[src/rtl/umul_pkg.sv]
// umul_pkg: shared types and helpers for the iterative unsigned multiplier.
//   umul_state_t    : controller states (IDLE accepts, RUN iterates, DONE presents)
//   umul_count_bits : width of the iteration counter for a given width / bits-per-cycle
package umul_pkg;

    typedef enum logic [1:0] {UMUL_IDLE, UMUL_RUN, UMUL_DONE} umul_state_t;

    // The counter runs from width/bpc-1 down to 0; keep at least one bit so a
    // single-iteration configuration still has a legal register.
    function automatic int umul_count_bits(input int width, input int bpc);
        int n;
        n = width / bpc;
        return (n < 2) ? 1 : $clog2(n);
    endfunction

endpackage

[src/rtl/umul_seq_if.sv]
// fixedp: clock/reset bundle shared by the fixed-point datapath blocks
// (multiplier, divider).
//   clk     : datapath clock
//   reset_l : asynchronous active-low reset
//   master  : the side that generates clock and reset
//   slave   : the datapath blocks that consume them
interface fixedp;
    logic clk;
    logic reset_l;

    modport master (output clk, output reset_l);
    modport slave  (input  clk, input  reset_l);
endinterface

[src/rtl/umul_step.sv]
// umul_step: one combinational shift-add step of the {A,Q} multiplier.
//   m_in   [WIDTH-1:0]   multiplicand M
//   aq_in  [2*WIDTH-1:0] accumulator {A,Q} before the step
//   aq_out [2*WIDTH-1:0] accumulator after: A += Q[0] ? M : 0, then {c,A,Q} >> 1
module umul_step #(
    parameter int WIDTH = 16
) (
    input  logic [WIDTH-1:0]   m_in,
    input  logic [2*WIDTH-1:0] aq_in,
    output logic [2*WIDTH-1:0] aq_out
);

    logic [WIDTH:0] sum;

    // The adder is one bit wider than A; its carry becomes the new MSB of A
    // after the right shift, so nothing is lost.
    always_comb begin
        sum    = {1'b0, aq_in[2*WIDTH-1:WIDTH]} + (aq_in[0] ? {1'b0, m_in} : '0);
        aq_out = {sum, aq_in[WIDTH-1:1]};
    end

endmodule

[src/rtl/umul_seq.sv]
// umul_seq: iterative unsigned shift-add multiplier, WIDTH x WIDTH -> 2*WIDTH,
// retiring BITS_PER_CYCLE multiplier bits per cycle (WIDTH/BITS_PER_CYCLE
// iterations). BITS_PER_CYCLE must divide WIDTH; WIDTH must be >= 2.
//   h          fixedp.slave  clock and asynchronous active-low reset
//   in_valid   in   operands present
//   in_ready   out  idle, can accept operands
//   a_in       in   multiplicand
//   b_in       in   multiplier
//   out_valid  out  product present (held until out_ready)
//   out_ready  in   consumer accepts product
//   p_out      out  registered product a*b
//   busy       out  high in RUN and DONE
module umul_seq
    import umul_pkg::*;
#(
    parameter int WIDTH          = 16,
    parameter int BITS_PER_CYCLE = 1
) (
    fixedp.slave               h,
    input  logic               in_valid,
    output logic               in_ready,
    input  logic [WIDTH-1:0]   a_in,
    input  logic [WIDTH-1:0]   b_in,
    output logic               out_valid,
    input  logic               out_ready,
    output logic [2*WIDTH-1:0] p_out,
    output logic               busy
);

    localparam int             STEPS    = WIDTH / BITS_PER_CYCLE;
    localparam int             CW       = umul_count_bits(WIDTH, BITS_PER_CYCLE);
    localparam logic [CW-1:0]  CNT_INIT = CW'(STEPS - 1);

    umul_state_t          state, state_nxt;
    logic [CW-1:0]        count;
    logic [WIDTH-1:0]     m_q;
    logic [2*WIDTH-1:0]   aq_q;
    logic [2*WIDTH-1:0]   p_q;
    logic [2*WIDTH-1:0]   aq_next;

    // Chain of step instances; each link has its own net so the chain is a
    // plain feed-forward path rather than one self-referencing array.
    for (genvar i = 0; i < BITS_PER_CYCLE; i++) begin : g_step
        logic [2*WIDTH-1:0] aq_i;
        logic [2*WIDTH-1:0] aq_o;
        if (i == 0) begin : g_first
            assign aq_i = aq_q;
        end else begin : g_next
            assign aq_i = g_step[i-1].aq_o;
        end
        umul_step #(.WIDTH(WIDTH)) u_step (
            .m_in   (m_q),
            .aq_in  (aq_i),
            .aq_out (aq_o)
        );
    end

    assign aq_next = g_step[BITS_PER_CYCLE-1].aq_o;

    always_comb begin
        state_nxt = state;
        in_ready  = 1'b0;
        out_valid = 1'b0;
        busy      = 1'b0;
        case (state)
            UMUL_IDLE: begin
                in_ready = 1'b1;
                if (in_valid) state_nxt = UMUL_RUN;
            end
            UMUL_RUN: begin
                busy = 1'b1;
                if (count == '0) state_nxt = UMUL_DONE;
            end
            UMUL_DONE: begin
                busy      = 1'b1;
                out_valid = 1'b1;
                if (out_ready) state_nxt = UMUL_IDLE;
            end
            default: state_nxt = UMUL_IDLE;
        endcase
    end

    always_ff @(posedge h.clk or negedge h.reset_l) begin
        if (!h.reset_l) begin
            state <= UMUL_IDLE;
            count <= '0;
            m_q   <= '0;
            aq_q  <= '0;
            p_q   <= '0;
        end else begin
            state <= state_nxt;
            case (state)
                UMUL_IDLE: begin
                    if (in_valid) begin
                        m_q   <= a_in;
                        aq_q  <= {{WIDTH{1'b0}}, b_in};
                        count <= CNT_INIT;
                    end
                end
                UMUL_RUN: begin
                    aq_q <= aq_next;
                    // Fixed iteration count: zero operands are not short-cut.
                    if (count == '0) p_q <= aq_next;
                    else             count <= count - CW'(1);
                end
                default: ;
            endcase
        end
    end

    assign p_out = p_q;

endmodule

[src/flat_wrapper.sv]
// flat-port wrapper written by rule: the top's interface ports become plain ports
module umul_seq_flat import umul_pkg::*;
#(
    parameter int WIDTH          = 16,
    parameter int BITS_PER_CYCLE = 1
)
  (in_valid, in_ready, a_in, b_in, out_valid, out_ready, p_out, busy, h_clk, h_reset_l);
  fixedp h_i ();
  input  logic in_valid;
  output logic in_ready;
  input  logic [WIDTH-1:0] a_in;
  input  logic [WIDTH-1:0] b_in;
  output logic out_valid;
  input  logic out_ready;
  output logic [2*WIDTH-1:0] p_out;
  output logic busy;
  input wire logic [$bits(h_i.clk)-1:0] h_clk;
  input wire logic [$bits(h_i.reset_l)-1:0] h_reset_l;
  assign h_i.clk = h_clk;
  assign h_i.reset_l = h_reset_l;
  umul_seq #(.WIDTH(WIDTH), .BITS_PER_CYCLE(BITS_PER_CYCLE)) u_core (.h(h_i), .in_valid(in_valid), .in_ready(in_ready), .a_in(a_in), .b_in(b_in), .out_valid(out_valid), .out_ready(out_ready), .p_out(p_out), .busy(busy));
endmodule
[config.mk]
export PLATFORM = sky130hd
export DESIGN_NAME = umul_seq_flat
export DESIGN_NICKNAME = d
export VERILOG_FILES = /design/src/rtl/umul_pkg.sv /design/src/rtl/umul_seq_if.sv /design/src/rtl/umul_step.sv /design/src/rtl/umul_seq.sv /design/src/flat_wrapper.sv
export SDC_FILE = /design/constraint.sdc
export NUM_CORES = 1
export LEC_CHECK = 0
export ABC_AREA = 1
export CELL_PAD_IN_SITES_DETAIL_PLACEMENT = 0
export CELL_PAD_IN_SITES_GLOBAL_PLACEMENT = 1
export CORE_MARGIN = 4
export CORE_UTILIZATION = 30
export CTS_CLUSTER_DIAMETER = 50
export CTS_CLUSTER_SIZE = 40
export DETAILED_ROUTE_END_ITERATION = 12
export PLACE_DENSITY_LB_ADDON = 0.15
export SYNTH_ARGS = -nofsm -noshare
export SYNTH_HDL_FRONTEND = slang
export SYNTH_SLANG_ARGS = --single-unit
[constraint.sdc]
create_clock -name h_clk -period 3.02 [get_ports h_clk]
set_input_delay 0.604 -clock h_clk [delete_from_list [all_inputs] [get_ports h_clk]]
set_output_delay 0.604 -clock h_clk [all_outputs]
set_load 0.05 [all_outputs]
# After elaboration in Yosys (flattened, before gate mapping)
# Index checks and enable logic that the tools add are counted.
[op_classes] n_lt_le_gt_ge=0 bitwise_logic=0 n_addsub=2 reduce_logical=9 eq_ne=6 muxes=13 shifts=0 mul=0 div_mod_pow=0
[op_table] cell="$pmux 32 s2" n=1
[op_table] cell="$mux 32" n=1
[op_table] cell="$add 16x17->17" n=1
[op_table] cell="$mux 16" n=1
[op_table] cell="$mux 4" n=2
[op_table] cell="$pmux 4 s2" n=1
[op_table] cell="$mux 2" n=3
[op_table] cell="$ne 2x2->1 const B" n=3
[op_table] cell="$pmux 2 s3" n=1
[op_table] cell="$reduce_and 2->1" n=3
[op_table] cell="$reduce_and 3->1" n=2
[op_table] cell="$logic_not 4->1" n=1
[op_table] cell="$sub 4x1->4 const B" n=1
[op_table] cell="$mux 1" n=3
[op_table] cell="$eq 2x1->1 const B" n=1
[op_table] cell="$eq 2x2->1 const B" n=1
[op_table] cell="$logic_not 2->1" n=1
[op_table] cell="$ne 2x1->1 const B" n=1
[op_table] cell="$reduce_bool 2->1" n=1
[op_table] cell="$reduce_or 2->1" n=1
[word_totals] elab_cells=35 latchBits=0 output_inout_bits=35 ff_bits=86 ramBits=0 mem_bits_ro=0 input_bits=36 mem_count=0

# Longest topological paths before layout
[logic_depth] word_depth=3 mapped_depth=15 depth_no_buf=13

# Cells and area by module
# From an unflattened synthesis, not the netlist that was laid out.
[unflattened] cells_unflattened=600 area_unflattened_um2=4795.8
[by_module_without_submodules] mod="umul_seq" cells_each=366 area_per_inst_um2=3575.9 instances=1 seq_area_each_um2=2152.1
[by_module_without_submodules] mod="umul_step" cells_each=234 area_per_inst_um2=1219.9 instances=1 seq_area_each_um2=0.0

# Least setup slack after synthesis
# OpenSTA, ideal clock, no wires.
[synth_path] path_type="reg2reg" startpoint="reg u_core.aq_q[0]" endpoint="reg u_core.p_q[23] (netlist: u_core.p_out[23])" setup_time_ns=0.118 period_less_slack_ns=2.146 arrival_ns=2.028 required_ns=2.902 setup_slack_ns=0.874 path_stages_with_launch=15 path_buffers=2 path_cell_list="dfrtp_1 > clkbuf_1 > clkbuf_1 > nand2_1 > inv_1 > ha_1 > fa_1 > nand2_1 > nand2_1 > and2_1 > nand2_1 > nand2_1 > xor2_1 > nand2_1 > nand2_1"
[synth_via] elab_chain_len=2
[synth_lines] item="from (decl)" line="umul_seq.sv:37" rtl="logic [2*WIDTH-1:0] aq_q;"
[synth_lines] item="from (signal assigned)" line="umul_seq.sv:96" rtl="aq_q <= {{WIDTH{1'b0}}, b_in};"
[synth_lines] item="from (signal assigned)" line="umul_seq.sv:101" rtl="aq_q <= aq_next;"
[synth_lines] item="$mux 16" line="umul_step.sv:18" rtl="sum = {1'b0, aq_in[2*WIDTH-1:WIDTH]} + (aq_in[0] ? {1'b0, m_in} : '0);"
[synth_lines] item="$add 16x17->17" line="umul_step.sv:18"
[synth_lines] item="to (signal assigned)" line="umul_seq.sv:103" rtl="if (count == '0) p_q <= aq_next;"
[synth_lines] item="to (decl)" line="umul_seq.sv:38" rtl="logic [2*WIDTH-1:0] p_q;"
# Every way passes these cells.
# A chain may end at the register's enable or synchronous reset.

# Final worst setup path
[layout_path] startpoint="reg u_core.state[1]" endpoint="out in_ready"
[layout_via] elab_chain_len=2
[layout_lines] item="from (decl)" line="umul_seq.sv:34" rtl="umul_state_t state, state_nxt;"
[layout_lines] item="from (signal assigned)" line="umul_seq.sv:91" rtl="state <= state_nxt;"
[layout_lines] item="$logic_not 2->1" line="umul_seq.sv:65" rtl="case (state)"
[layout_lines] item="$mux 1" line="umul_seq.sv:65"
[layout_lines] item="to (decl)" line="flat_wrapper.sv:10" rtl="output logic in_ready;"
# Every way passes these cells.

==> impl_metrics.yaml <==
timing:
  setup_viol: 0
  clock_skew_ns: 0.006871
  slew_violations: 0
  worst_pin_slew_ns: 0.7663
  holdWs_ns: 0.3019
  slew_headroom_pct: 48.72
  setup_slack_ns: 0.4072
  timing.final.crit_period_ns: 2.613
  min_period_over_period_pct: 86.52
  fin_tns_setup_ns: 0
  final_hold_viol_count: 0
  fmax_ghz: 0.3827
  rsz_0062_raised_after_global_routing: "no"
worst_setup_path:
  timing.critical_path.cells: "inv_1 -> ha_1 -> clkdlybuf4s50_1"
  critPathRequiredTime_ns: 2.42
  critPathKind: "flop to output pin"
  cp_max_fo: 4
  crit_path_top_delay_cell: "sky130_fd_sc_hd__clkdlybuf4s50_1"
  timing.critical_path.to_type: "output pin"
  critical_path_s_top_delay_family: "buffers and inverters"
  worst_setup_path_start_kind: "flop"
  cp_data_arrival_time_ns: 2.01
  cp_num_buf_inv: 2
  critical-path-max-stage-delay_ns: 0.86
synth:
  main_flop_type_after_synthesis: "sky130_fd_sc_hd__dfrtp_1"
  netlist_area_sq_um: 4521
  synth_compound_gate_area_share_pct: 9.327
  post_synth_adder_cell_area_pct: 5.978
  synth-edff-count: 0
  syn_nets: 617
  synth_top_family_by_area: "simple AND/OR/NAND/NOR gates"
  yosysUniqueCellTypes: 32
  postSynthAreaPerCell_sq_um: 8.072
  netlist_instances: 560
  post_synth_xor_xnor_area_pct: 0.7750
  synth_simple_gate_area_share_pct: 24.00
  yosysWarnings: 0
  post_synth_mux_area_share_pct: 3.986
  synth.ff_latch_count: 86
  synth-seq-area-share_pct: 47.61
  async_reset_ff_share_pct: 100.0
pwr:
  p_per_area_nw_per_um2: 999.1
  vdd.ir_drop.worst_mv: 0.6713
  cellLeakagePower_nw: 2.921
die:
  start_util_pct: 30.87
  die_width_microns: 130.8
  area_of_the_core_sq_um: 14640
  die-height_microns: 130.8
  core.rowCount: 44
  die-area_sq_um: 17100
  num_io_pins: 71
worst_hold_path:
  holdCritPathClass: "primary input to async pin"
grt:
  grt_first_pass_wirelength_microns: 18900
  met1_usage_pct: 18.58
  initial_antenna_violation_count: 0
  gr-usage-met3_pct: 3.740
  global_route.usage.total_pct: 14.26
  vias_in_the_first_global_route: 3778
  gr-total-overflow: 0
  met2_usage_pct: 23.51
  busiest_grt_layer: "met2"
  largest_net_degree_at_the_start_of_global_routing: 55
clock_tree:
  htreeDepth: 3
  clk_path_buf_depth: 2
  holdBufCountCts: 0
  clk_root_buffer_cell: "sky130_fd_sc_hd__clkbuf_16"
  cts_tree: "yes"
  cts.reportedPaths.clkPinSlew_ns: 0.07
  cts_sinks: 86
  skew_pair_late_insertion_delay_ns: 0.35
  cts_resizes: 0
  cts_inserted_buffers: 9
  postCtsSetupBuffers: 0
route:
  totalWireLength_microns: 11140
  detail_route.first_pass.iterations: 4
  antenna_violating_nets_post_route: 0
  drc_errors: 0
  routedWlPerCell_microns: 13.63
  vias: 3688
  first_iter_violations: 173
  avgViaCountPerCell: 4.514
layout:
  area.sequential_sq_um: 2152
  final_core_utilization_pct: 38.93
  layout_commonest_cell: "sky130_fd_sc_hd__nand2_1"
  final.fill_count: 1528
  share_of_cells_above_drive_strength_1_pct: 6.951
  final_nets: 685
  most-common-layout-cells: "198 x sky130_fd_sc_hd__nand2_1, 86 x sky130_fd_sc_hd__dfrtp_1, 77 x sky130_fd_sc_hd__inv_1, 69 x sky130_fd_sc_hd__clkdlybuf4s50_1, 44 x sky130_fd_sc_hd__o21ai_0"
  syn_to_final_growth_pct: 26.10
  number_of_antenna_diodes: 0
  total_area_of_multi_input_combinational_cells_sq_um: 1997
place:
  numPortBuffers: 70
  finalWeightedCongestion: 0.8588
  place.detailed.hpwl_microns: 8369
  dpl_worst_slack_ns: 0.3573
run_status:
  outcome: "complete, no violations"
flow_run:
  cap_violations: 0
==> where the power goes <==
part           switching (W)  internal, W  leakage, nW
Combinational        0.00185      0.00102         1.69
Clock               0.000478     0.000567        0.131
Sequential          0.000220      0.00156         1.10
Total                0.00255      0.00315         2.92
==> cells in the mapped netlist, types with 3 or more instances <==
cell / number / area [sq um]
sky130_fd_sc_hd__nand2_1: 198 / 743.2
sky130_fd_sc_hd__dfrtp_1: 86 / 2152
sky130_fd_sc_hd__inv_1: 77 / 289.0
sky130_fd_sc_hd__o21ai_0: 44 / 220.2
sky130_fd_sc_hd__nand3_1: 32 / 160.2
sky130_fd_sc_hd__ha_1: 20 / 250.2
sky130_fd_sc_hd__mux2_2: 16 / 180.2
sky130_fd_sc_hd__nor2_1: 15 / 56.30
sky130_fd_sc_hd__o211ai_1: 15 / 112.6
sky130_fd_sc_hd__clkbuf_1: 11 / 41.29
sky130_fd_sc_hd__a21oi_1: 10 / 50.05
sky130_fd_sc_hd__buf_2: 6 / 30.03
sky130_fd_sc_hd__nand3b_1: 4 / 30.03
sky130_fd_sc_hd__or2_1: 4 / 25.02
sky130_fd_sc_hd__nor3_1: 3 / 15.01
sky130_fd_sc_hd__xor2_1: 3 / 26.28
==> kinds of logic (layout without fill, tap and decap cells) <==
logic type / count (synthesis) / count (layout)
AND/OR/NAND/NOR: 263 / 263
flip-flops: 86 / 86
buffers and inverters: 97 / 170
AO/OA/AOI/OAI: 73 / 73
XOR/XNOR: 4 / 4
adder cells (fa/ha/maj): 21 / 21
multiplexers: 16 / 16
==> state kept, by name, summed over array words and instances (netlist names) <==
signal,flops
u_core.state,2
u_core.count,4
u_core.aq_q,32
u_core.p_out,32
u_core.m_q,16
==> worst reg2reg max path: cells and delay by family, from the launching register on <==
family | cells | cell delay (ns)
adders and majority gates | 1 | 0.29
AOI/OAI and AO/OA | 2 | 0.99
DFF | 1 | 0.37
buffers and inverters | 2 | 0.58
==> final timing paths <==
kind / depth (start not counted) / startpoint / endpoint / slack [ns]
setup / recovery: 3 / u_core.state[1]$_DFFE_PN0P_ / in_ready / 0.41
hold / removal: 1 / h_reset_l / u_core.p_out[10]$_DFFE_PN0P_ / 0.30
setup reg to reg: 5 / u_core.state[0]$_DFFE_PN0P_ / u_core.aq_q[17]$_DFFE_PN0P_ / 0.68
hold reg to reg: 2 / u_core.p_out[30]$_DFFE_PN0P_ / u_core.p_out[30]$_DFFE_PN0P_ / 0.48
max in group asynchronous: 2 / h_reset_l / u_core.aq_q[4]$_DFFE_PN0P_ / 2.05
min in group h_clk: 2 / u_core.p_out[30]$_DFFE_PN0P_ / u_core.p_out[30]$_DFFE_PN0P_ / 0.48
==> metal layers <==
layer,share of wire [%],up-vias
met5,0,-
li1,-,1903
met2,49,47
met3,3.0,8
met4,0.81,0
met1,47,1730
==> per-stage QoR <==
stage / cell area, sq um / power, W / std cells
2_1_floorplan: 4521 / 0.003915 / 560
3_3_place_gp: 5425 / 0.004691 / 801
3_5_place_dp: 5425 / 0.004717 / 801
4_1_cts: 5700 / 0.005801 / 817
5_1_grt: 5700 / 0.006253 / 817
6_report: 5700 / 0.005695 / 817
==> final cells by class <==
class                      instances  share of cell area (%)
multi-input combinational        377                   35.03
clock inverter                     5                  0.7463
sequential                        86                   37.75
timing repair buffer              75                   13.13
inverter                          79                   5.224
tap                              184                   4.039
clock buffer                      11                   4.083
(Power assumes the default switching activity.)
